===== config.mk =====
export PLATFORM = sky130hd
export DESIGN_NAME = uart_tx_serializer
export DESIGN_NICKNAME = d
export VERILOG_FILES = /design/src/rtl/uart_pkg.sv /design/src/rtl/uart_baud_tick.sv /design/src/rtl/uart_tx_serializer.sv
export SDC_FILE = /design/constraint.sdc
export NUM_CORES = 1
export LEC_CHECK = 0
export BUFFER_PORTS_ARGS = -buffer_cell sky130_fd_sc_hd__buf_2
export CAP_MARGIN = 10
export CORE_MARGIN = 2
export CORE_UTILIZATION = 58
export DETAILED_ROUTE_END_ITERATION = 8
export PLACE_DENSITY_LB_ADDON = 0.1
export SYNTH_ARGS = -nofsm -noshare
export SYNTH_HDL_FRONTEND = slang
export SYNTH_SLANG_ARGS = --single-unit
export TNS_END_PERCENT = 30

===== constraint.sdc =====
create_clock -name sysclk -period 2.13 [get_ports sysclk]
set_input_delay 0.426 -clock sysclk [delete_from_list [all_inputs] [get_ports sysclk]]
set_output_delay 0.426 -clock sysclk [all_outputs]
set_load 0.03 [all_outputs]

===== src/rtl/uart_pkg.sv =====
// ----------------------------------------------------------------------------
// uart_pkg
// Shared UART types and constants for the transmit serializer and the
// receive-side timing logic.
//   tx_state_t                 : transmit FSM state encoding
//   UART_CLKS_PER_BIT_DEFAULT  : sysclk cycles per bit at the board baud rate
//   UART_SAMPLE_POINT          : mid-bit sample offset used by the receive path
// ----------------------------------------------------------------------------
package uart_pkg;

   localparam int unsigned UART_CLKS_PER_BIT_DEFAULT = 5208;
   localparam int unsigned UART_SAMPLE_POINT         = 2603;

   typedef enum logic [2:0] {
      IDLE   = 3'd0,
      START  = 3'd1,
      DATA   = 3'd2,
      PARITY = 3'd3,
      STOP   = 3'd4
   } tx_state_t;

endpackage : uart_pkg


===== src/rtl/uart_baud_tick.sv =====
// ----------------------------------------------------------------------------
// uart_baud_tick
// Bit-period timer: counts 0..CLKS_PER_BIT-1 while enabled and flags the last
// cycle of each bit period with a one-cycle tick.
// Ports:
//   sysclk  : system clock, rising edge
//   reset   : asynchronous active-high reset
//   clear   : synchronous clear to 0 (has priority over enable)
//   enable  : advance the counter
//   tick_c  : high on the final cycle of a bit period (combinational)
// ----------------------------------------------------------------------------
module uart_baud_tick
   import uart_pkg::*;
#(
   parameter int unsigned CLKS_PER_BIT = UART_CLKS_PER_BIT_DEFAULT
) (
   input  logic sysclk,
   input  logic reset,
   input  logic clear,
   input  logic enable,
   output logic tick_c
);

   localparam int unsigned CW = (CLKS_PER_BIT > 1) ? $clog2(CLKS_PER_BIT) : 1;
   localparam logic [CW-1:0] LAST = CW'(CLKS_PER_BIT - 1);

   logic [CW-1:0] cnt;

   // Bit-period counter, wraps on the tick
   always_ff @(posedge sysclk or posedge reset) begin
      if (reset) begin
         cnt <= '0;
      end else if (clear) begin
         cnt <= '0;
      end else if (enable) begin
         if (cnt == LAST) begin
            cnt <= '0;
         end else begin
            cnt <= cnt + CW'(1);
         end
      end
   end

   assign tick_c = enable && !clear && (cnt == LAST);

endmodule : uart_baud_tick


===== src/rtl/uart_tx_serializer.sv =====
// ----------------------------------------------------------------------------
// uart_tx_serializer
// UART transmitter: accepts one word over valid/ready and shifts it out
// LSB-first as a start / data / [parity] / stop frame.
// Build option: define UART_TX_PARITY_EN to insert an even-parity bit (8E1);
// otherwise the frame is 8N1 and no parity logic exists.
// Ports:
//   sysclk   : system clock, rising edge
//   reset    : asynchronous active-high reset
//   tx_data  : word to send, sampled only on accept
//   tx_valid : producer has data
//   tx_ready : can accept (IDLE only)
//   tx       : serial line, idle high
//   busy     : frame in progress
// ----------------------------------------------------------------------------
module uart_tx_serializer
   import uart_pkg::*;
#(
   parameter int unsigned CLKS_PER_BIT = UART_CLKS_PER_BIT_DEFAULT,
   parameter int unsigned DATA_BITS    = 8
) (
   input  logic                 sysclk,
   input  logic                 reset,
   input  logic [DATA_BITS-1:0] tx_data,
   input  logic                 tx_valid,
   output logic                 tx_ready,
   output logic                 tx,
   output logic                 busy
);

   localparam int unsigned BW = $clog2(DATA_BITS);
   localparam logic [BW-1:0] LAST_BIT = BW'(DATA_BITS - 1);

   tx_state_t              state;
   logic [DATA_BITS-1:0]   shreg;
   logic [BW-1:0]          bit_idx;
   logic                   accept_c;
   logic                   baud_clear_c;
   logic                   baud_en_c;
   logic                   tick_c;
`ifdef UART_TX_PARITY_EN
   logic                   parity;
`endif

   assign accept_c     = tx_valid && tx_ready;
   // Counter restarts on accept so the start bit is a full period
   assign baud_clear_c = accept_c || (state == IDLE);
   assign baud_en_c    = (state != IDLE);

   uart_baud_tick #(
      .CLKS_PER_BIT (CLKS_PER_BIT)
   ) u_baud (
      .sysclk (sysclk),
      .reset  (reset),
      .clear  (baud_clear_c),
      .enable (baud_en_c),
      .tick_c (tick_c)
   );

   // Frame FSM; tx is driven one state ahead so it is always a flop output
   always_ff @(posedge sysclk or posedge reset) begin
      if (reset) begin
         state    <= IDLE;
         shreg    <= '0;
         bit_idx  <= '0;
         tx       <= 1'b1;
         tx_ready <= 1'b1;
         busy     <= 1'b0;
`ifdef UART_TX_PARITY_EN
         parity   <= 1'b0;
`endif
      end else begin
         case (state)
            IDLE: begin
               tx <= 1'b1;
               if (accept_c) begin
                  shreg    <= tx_data;
                  bit_idx  <= '0;
                  state    <= START;
                  tx       <= 1'b0;
                  tx_ready <= 1'b0;
                  busy     <= 1'b1;
`ifdef UART_TX_PARITY_EN
                  parity   <= ^tx_data;
`endif
               end
            end

            START: begin
               if (tick_c) begin
                  state <= DATA;
                  tx    <= shreg[0];
               end
            end

            DATA: begin
               if (tick_c) begin
                  shreg <= shreg >> 1;
                  if (bit_idx == LAST_BIT) begin
                     bit_idx <= '0;
`ifdef UART_TX_PARITY_EN
                     state   <= PARITY;
                     tx      <= parity;
`else
                     state   <= STOP;
                     tx      <= 1'b1;
`endif
                  end else begin
                     bit_idx <= bit_idx + BW'(1);
                     // Next bit is shreg[1] before the shift lands
                     tx      <= shreg[1];
                  end
               end
            end

`ifdef UART_TX_PARITY_EN
            PARITY: begin
               if (tick_c) begin
                  state <= STOP;
                  tx    <= 1'b1;
               end
            end
`endif

            STOP: begin
               if (tick_c) begin
                  state    <= IDLE;
                  tx       <= 1'b1;
                  tx_ready <= 1'b1;
                  busy     <= 1'b0;
               end
            end

            default: begin
               state    <= IDLE;
               tx       <= 1'b1;
               tx_ready <= 1'b1;
               busy     <= 1'b0;
            end
         endcase
      end
   end

endmodule : uart_tx_serializer

==> results of run 1 <==
==> final timing paths <==
check	startpoint	to	slack, ns	cells after the start
max reg2reg	u_baud.cnt[0]$_DFFE_PP0P_	bit_idx[1]$_DFFE_PP0P_	0.31	5
min	reset	u_baud.cnt[12]$_DFFE_PP0P_	0.15	3
min in group sysclk	tx_data[7]	shreg[7]$_DFFE_PP0P_	0.31	3
max in group asynchronous	reset	tx_ready$_DFFE_PP1P_	1.66	3
min reg2reg	u_baud.cnt[0]$_DFFE_PP0P_	u_baud.cnt[0]$_DFFE_PP0P_	0.50	1
max	u_baud.cnt[0]$_DFFE_PP0P_	bit_idx[1]$_DFFE_PP0P_	0.31	5
==> timing repair <==
item	4_1_cts	5_1_grt
hold buffers	0	0
hold endpoints to repair	0	0
buffers inserted	0	0
resized for setup	0	1
endpoints found under the setup margin	0	1
==> state kept, by name, summed over array words and instances (netlist names) <==
register,count
u_baud.cnt,13
state,3
tx,1
busy,1
tx_ready,1
shreg,8
bit_idx,3
==> metal layers <==
| metal | GRT usage | vias to the layer above | part of all wire | wire length, um |
|---|---|---|---|---|
| li1 | - | 611 | - | - |
| met1 | 0.2784 | 626 | 0.47 | 1440 |
| met2 | 0.3239 | 31 | 0.46 | 1402 |
| met3 | 0.06682 | 7 | 0.050 | 153 |
| met4 | 0.07641 | 0 | 0.015 | 47 |
| met5 | 0 | - | 0 | 0 |
==> kinds of logic (layout without fill, tap and decap cells) <==
kind of cell    Yosys count  in the layout  share of synthesized area
fa+ha+maj                 3              3                    0.02320
buf+inv                  20             35                    0.05800
compound gates           30             30                     0.1555
mux                       1              1                   0.006187
simple gates             70             70                     0.2320
flops                    30             30                     0.4656
xor+xnor                 11             11                    0.05955
==> metrics by stage <==
step,area [um^2],worst slack (ns),hold WS (ns)
after global routing,1749,0.08193,0.1847
after CTS,1748,0.2002,0.1503
final,1749,0.3058,0.1531
after detailed placement,1688,0.2185,0.4899
after floorplan,1618,0.3881,0.4547
after global placement,1688,0.3172,0.4673
==> placed cells by master, fill, tap and decap left out, drive strengths merged, types with 5 or more instances in the layout <==
cell type and n:
nor2 24, buf 15, inv 12, nand3 5, nand2 10, xor2 5
a21oi 10, clkbuf 7, a221oi 8, nand4 6, xnor2 6, dfrtp 28
==> area by class of cell <==
cell class | instances | area, um^2 | area share
Clock inverter | 1 | 5.005 | 0.002861
Multi-Input combinational cell | 115 | 772.0 | 0.4413
Inverter | 12 | 45.04 | 0.02575
Clock buffer | 7 | 55.05 | 0.03147
Sequential cell | 30 | 753.2 | 0.4306
Timing Repair Buffer | 15 | 80.08 | 0.04578
Tap cell | 31 | 38.79 | 0.02217
==> power by group <==
part | internal [mW] | switching [mW] | total [mW]
Sequential | 0.574 | 0.00465 | 0.579
Combinational | 0.0165 | 0.0276 | 0.0441
Clock | 0.160 | 0.194 | 0.354
==> worst register-to-register path, stage by stage (launching register included) <==
cell	delay, ns
dfrtp_1	0.40
ha_1	0.21
nor4b_1	0.31
and3_2	0.35
and2_4	0.28
mux2i_1	0.22
==> impl_metrics.py, run 1 <==
metrics = {
    "timing": {
        "skew_ns": 0.01137,
        "rsz0062_at_grt": "false",
        "finalSetupViolCount": 0,
        "max_slew.worst_pin.slew_ns": 0.5365,
        "max-slew-margin-rel": 0.6394,
        "drv_slew": 0,
        "period_share": 0.8564,
        "max_freq_mhz": 548.2,
        "setup_tns_ns": 0,
        "hold_viol": 0,
        "fin_crit_ns": 1.824,
    },
    "grt": {
        "grt_max_degree": 31,
        "grt_pass1_vias": 1189,
        "grt_usage": 0.2101,
        "grt_overflow": 0,
        "antenna_found_initial": 0,
        "grt_pass1_wl_um": 5209,
    },
    "synth": {
        "ys_async_sr_fraction": 1.000,
        "synth_top_area_frac": 0.4331,
        "yosysTopAreaCell": "dfrtp_1",
        "yosysSeqAreaShare": 0.4656,
        "avgSynthCellArea_um2": 9.805,
        "ys_top_cells_by_count": "dfrtp_1, nor2_1, inv_1",
        "ys_seq_elements": 30,
        "netlist_area_um2": 1618,
        "yosysUniqueCellTypes": 42,
        "synth_enable_flop_cells": 0,
        "synth_nets": 179,
        "postSynthCellCount": 165,
        "yosys_warnings": 0,
        "synth_ff_type": "dfrtp_1",
        "synth.area.top_cells": "dfrtp_1, a221oi_2, nor2_1",
        "yosysMostFrequentCell": "dfrtp_1",
    },
    "setup_path": {
        "path_max_fanout": 11,
        "crit_family": "simple AND/OR/NAND/NOR gates",
        "crit_chain": "ha_1, nor4b_1, and3_2, and2_4, mux2i_1",
        "arrival_ns": 2.08,
        "timing.critical_path.slowest_stage_cell": "dfrtp_1",
        "required_ns": 2.38,
        "start_kind": "register",
        "worstSetupPathType": "reg2reg",
        "timing.critical_path.buf_inv": 0,
        "worstSetupEndpointType": "register",
        "slowest_delay_ns": 0.40,
    },
    "clocking": {
        "clock_sinks": 30,
        "path_clk_slew_ns": 0.10,
        "root_buffer": "clkbuf_4",
        "cts_max_level": 2,
        "clock_latency_ns": 0.33,
        "cts_buffer_depth": 2,
        "numCtsBuffers": 5,
        "tritoncts": "done",
    },
    "detailed_routing": {
        "firstDrtPassIters": 4,
        "drtAntennaViolNets": 0,
        "drc": 0,
        "vias": 1275,
        "wirelength_um": 3044,
        "drtIter0Drc": 40,
        "wl_per_cell_um": 14.43,
        "vias_per_cell": 6.043,
    },
    "die": {
        "start_util": 0.5970,
        "fp-row-count": 19,
        "die_w_um": 56.82,
        "die_h_um": 56.82,
        "core_um2": 2710,
        "dieArea_um2": 3228,
        "num_io_pins": 14,
    },
    "outcome": {
        "status": "completed",
    },
    "final_layout": {
        "drive_gt1_frac": 0.2222,
        "antenna_cells": 0,
        "stdcell_count": 211,
        "layout.nets": 193,
        "area_delta_synth_final_pct": 8.121,
        "final_core_util": 0.6454,
        "final.fill_count": 228,
    },
    "pwr": {
        "p_leak_nw": 0.8104,
        "fin_total_pwr_mw": 0.9762,
        "p_per_area_nw_per_um2": 558.1,
        "max-vdd-ir-drop_mv": 0.4265,
    },
    "job": {
        "maxCapViolCount": 0,
    },
    "placement": {
        "placed_cells": 203,
        "place_congestion": 0.8300,
        "numPortBuffers": 13,
        "dp_hpwl_um": 2176,
    },
    "worst_hold_path": {
        "hold_path_class": "in2async",
    },
}
Power figures use the tool's default switching activity.
==> inputs of run 2 (changes only) <==
CORE_ASPECT_RATIO = 0.8   (was not set)
==> run 2 against run 1 <==
Effect of this change: critical endpoint unchanged; worst setup slack worse by 0.10 ns; global-route usage up 0.27 points; cell count up 3.8%; critical path depth unchanged; maximum frequency down 5.3%; via count down 1.7%.
==> impl_metrics.py, run 2 (synthesis results as in run 1) <==
metrics = {
    "setup_path": {
        "crit_chain": "ha_1, nor4b_1, and3_1, and2_4, mux2i_1",
        "worstSetupPathType": "reg2reg",
        "startpoint": "u_baud.cnt[0]$_DFFE_PP0P_",
        "worstSetupEndpointType": "register",
        "path_max_fanout": 11,
        "slowest_delay_ns": 0.41,
        "r2r_start": "u_baud.cnt[0]$_DFFE_PP0P_",
        "start_kind": "register",
        "required_ns": 2.40,
        "timing.critical_path.slowest_stage_cell": "and3_1",
        "arrival_ns": 2.19,
    },
    "timing": {
        "max-slew-margin-rel": 0.6355,
        "max_freq_mhz": 519.2,
        "whs_ns": 0.03992,
        "drv_slew": 0,
        "finalSetupViolCount": 0,
        "rsz0062_at_grt": "false",
        "setup_tns_ns": 0,
        "fin_crit_ns": 1.926,
        "period_share": 0.9042,
        "max_slew.worst_pin.slew_ns": 0.5422,
        "skew_ns": 0.01162,
        "hold_viol": 0,
    },
    "grt": {
        "antenna_found_initial": 0,
        "grt_pass1_vias": 1147,
        "grt_usage": 0.2128,
        "grt_pass1_wl_um": 5230,
        "grt_max_degree": 14,
        "grt_overflow": 0,
    },
    "detailed_routing": {
        "wirelength_um": 3079,
        "vias_per_cell": 5.721,
        "wl_per_cell_um": 14.06,
        "drtAntennaViolNets": 0,
        "vias": 1253,
        "firstDrtPassIters": 4,
        "drtIter0Drc": 52,
        "drc": 0,
    },
    "placement": {
        "dp_hpwl_um": 2240,
        "placed_cells": 211,
        "place_congestion": 0.8098,
        "postPlaceCellArea_um2": 1704,
        "numPortBuffers": 13,
    },
    "clocking": {
        "clock_sinks": 30,
        "tritoncts": "done",
        "cts_resized": 0,
        "path_clk_slew_ns": 0.11,
        "root_buffer": "clkbuf_4",
        "cts_hold_buf": 0,
        "cts_max_level": 2,
        "cts_buffer_depth": 2,
        "post-cts-setup-buffer-count": 0,
        "numCtsBuffers": 5,
        "clock_latency_ns": 0.34,
    },
    "final_layout": {
        "largest_register": "u_baud.cnt",
        "largest_register_ffs": 13,
        "layout.nets": 194,
        "stdcell_count": 219,
        "area_delta_synth_final_pct": 9.281,
        "final.fill_count": 240,
        "regArea_um2": 753.2,
        "finalInstanceArea_um2": 1768,
        "multiInputGateArea_um2": 770.7,
        "largestRegisters": "u_baud.cnt (13), shreg (8)",
        "final_cell_mix": "dfrtp_1, nor2_1, buf_2",
        "drive_gt1_frac": 0.2265,
        "antenna_cells": 0,
        "final_common_cell": "dfrtp_1",
    },
    "die": {
        "die_h_um": 51.24,
        "fp-row-count": 17,
        "die_w_um": 63.05,
        "start_util": 0.5989,
        "core_um2": 2701,
        "dieArea_um2": 3230,
        "num_io_pins": 14,
    },
    "pwr": {
        "fin_total_pwr_mw": 0.9930,
        "p_leak_nw": 0.8147,
        "p_per_area_nw_per_um2": 561.6,
        "max-vdd-ir-drop_mv": 0.3893,
    },
    "job": {
        "maxCapViolCount": 0,
    },
    "outcome": {
        "status": "completed",
    },
    "worst_hold_path": {
        "hold_path_class": "in2async",
    },
}
==> run 2: cell type report <==
class	instances	area share
tap	38	0.02689
timing repair buffer	16	0.04954
multi-input combinational	115	0.4360
clock inverter	2	0.007077
sequential	30	0.4260
inverter	12	0.02548
clock buffer	6	0.02902
==> run 2: through the flow <==
stage                       util  setup WS, ns
after floorplan                -        0.3881
after global placement    0.6308        0.3118
after detailed placement  0.6308        0.2379
after CTS                 0.6545        0.2084
after global routing      0.6545       0.04948
final                     0.6545        0.2040
==> run 2: final timing paths <==
kind	end	slack, ns	cells past startpoint
max	bit_idx[1]$_DFFE_PP0P_	0.20	5
min	bit_idx[0]$_DFFE_PP0P_	0.04	2
max reg2reg	bit_idx[1]$_DFFE_PP0P_	0.20	5
min reg2reg	u_baud.cnt[0]$_DFFE_PP0P_	0.50	1
max in group asynchronous	tx_ready$_DFFE_PP1P_	1.51	3
min in group sysclk	shreg[7]$_DFFE_PP0P_	0.32	3
==> run 2: critical path, delay by kind of cell, from the launching register on <==
kind / cells / cell delay, ns
simple gates: 3 / 1.04
mux: 1 / 0.20
fa+ha+maj: 1 / 0.21
flops: 1 / 0.40
==> run 2: per-layer routing <==
metal | vias up | track usage | routed length (um)
li1 | 609 | - | -
met1 | 616 | 0.3029 | 1583
met2 | 24 | 0.3085 | 1347
met3 | 4 | 0.05507 | 114
met4 | 0 | 0.08889 | 34
met5 | - | 0 | 0
==> run 2: where the power goes <==
group | leakage (nW) | internal (mW) | total [mW] | switching [mW]
Combinational | 0.418 | 0.0178 | 0.0469 | 0.0290
Sequential | 0.363 | 0.574 | 0.579 | 0.00474
Clock | 0.0343 | 0.159 | 0.367 | 0.209
Total | 0.815 | 0.750 | 0.993 | 0.243
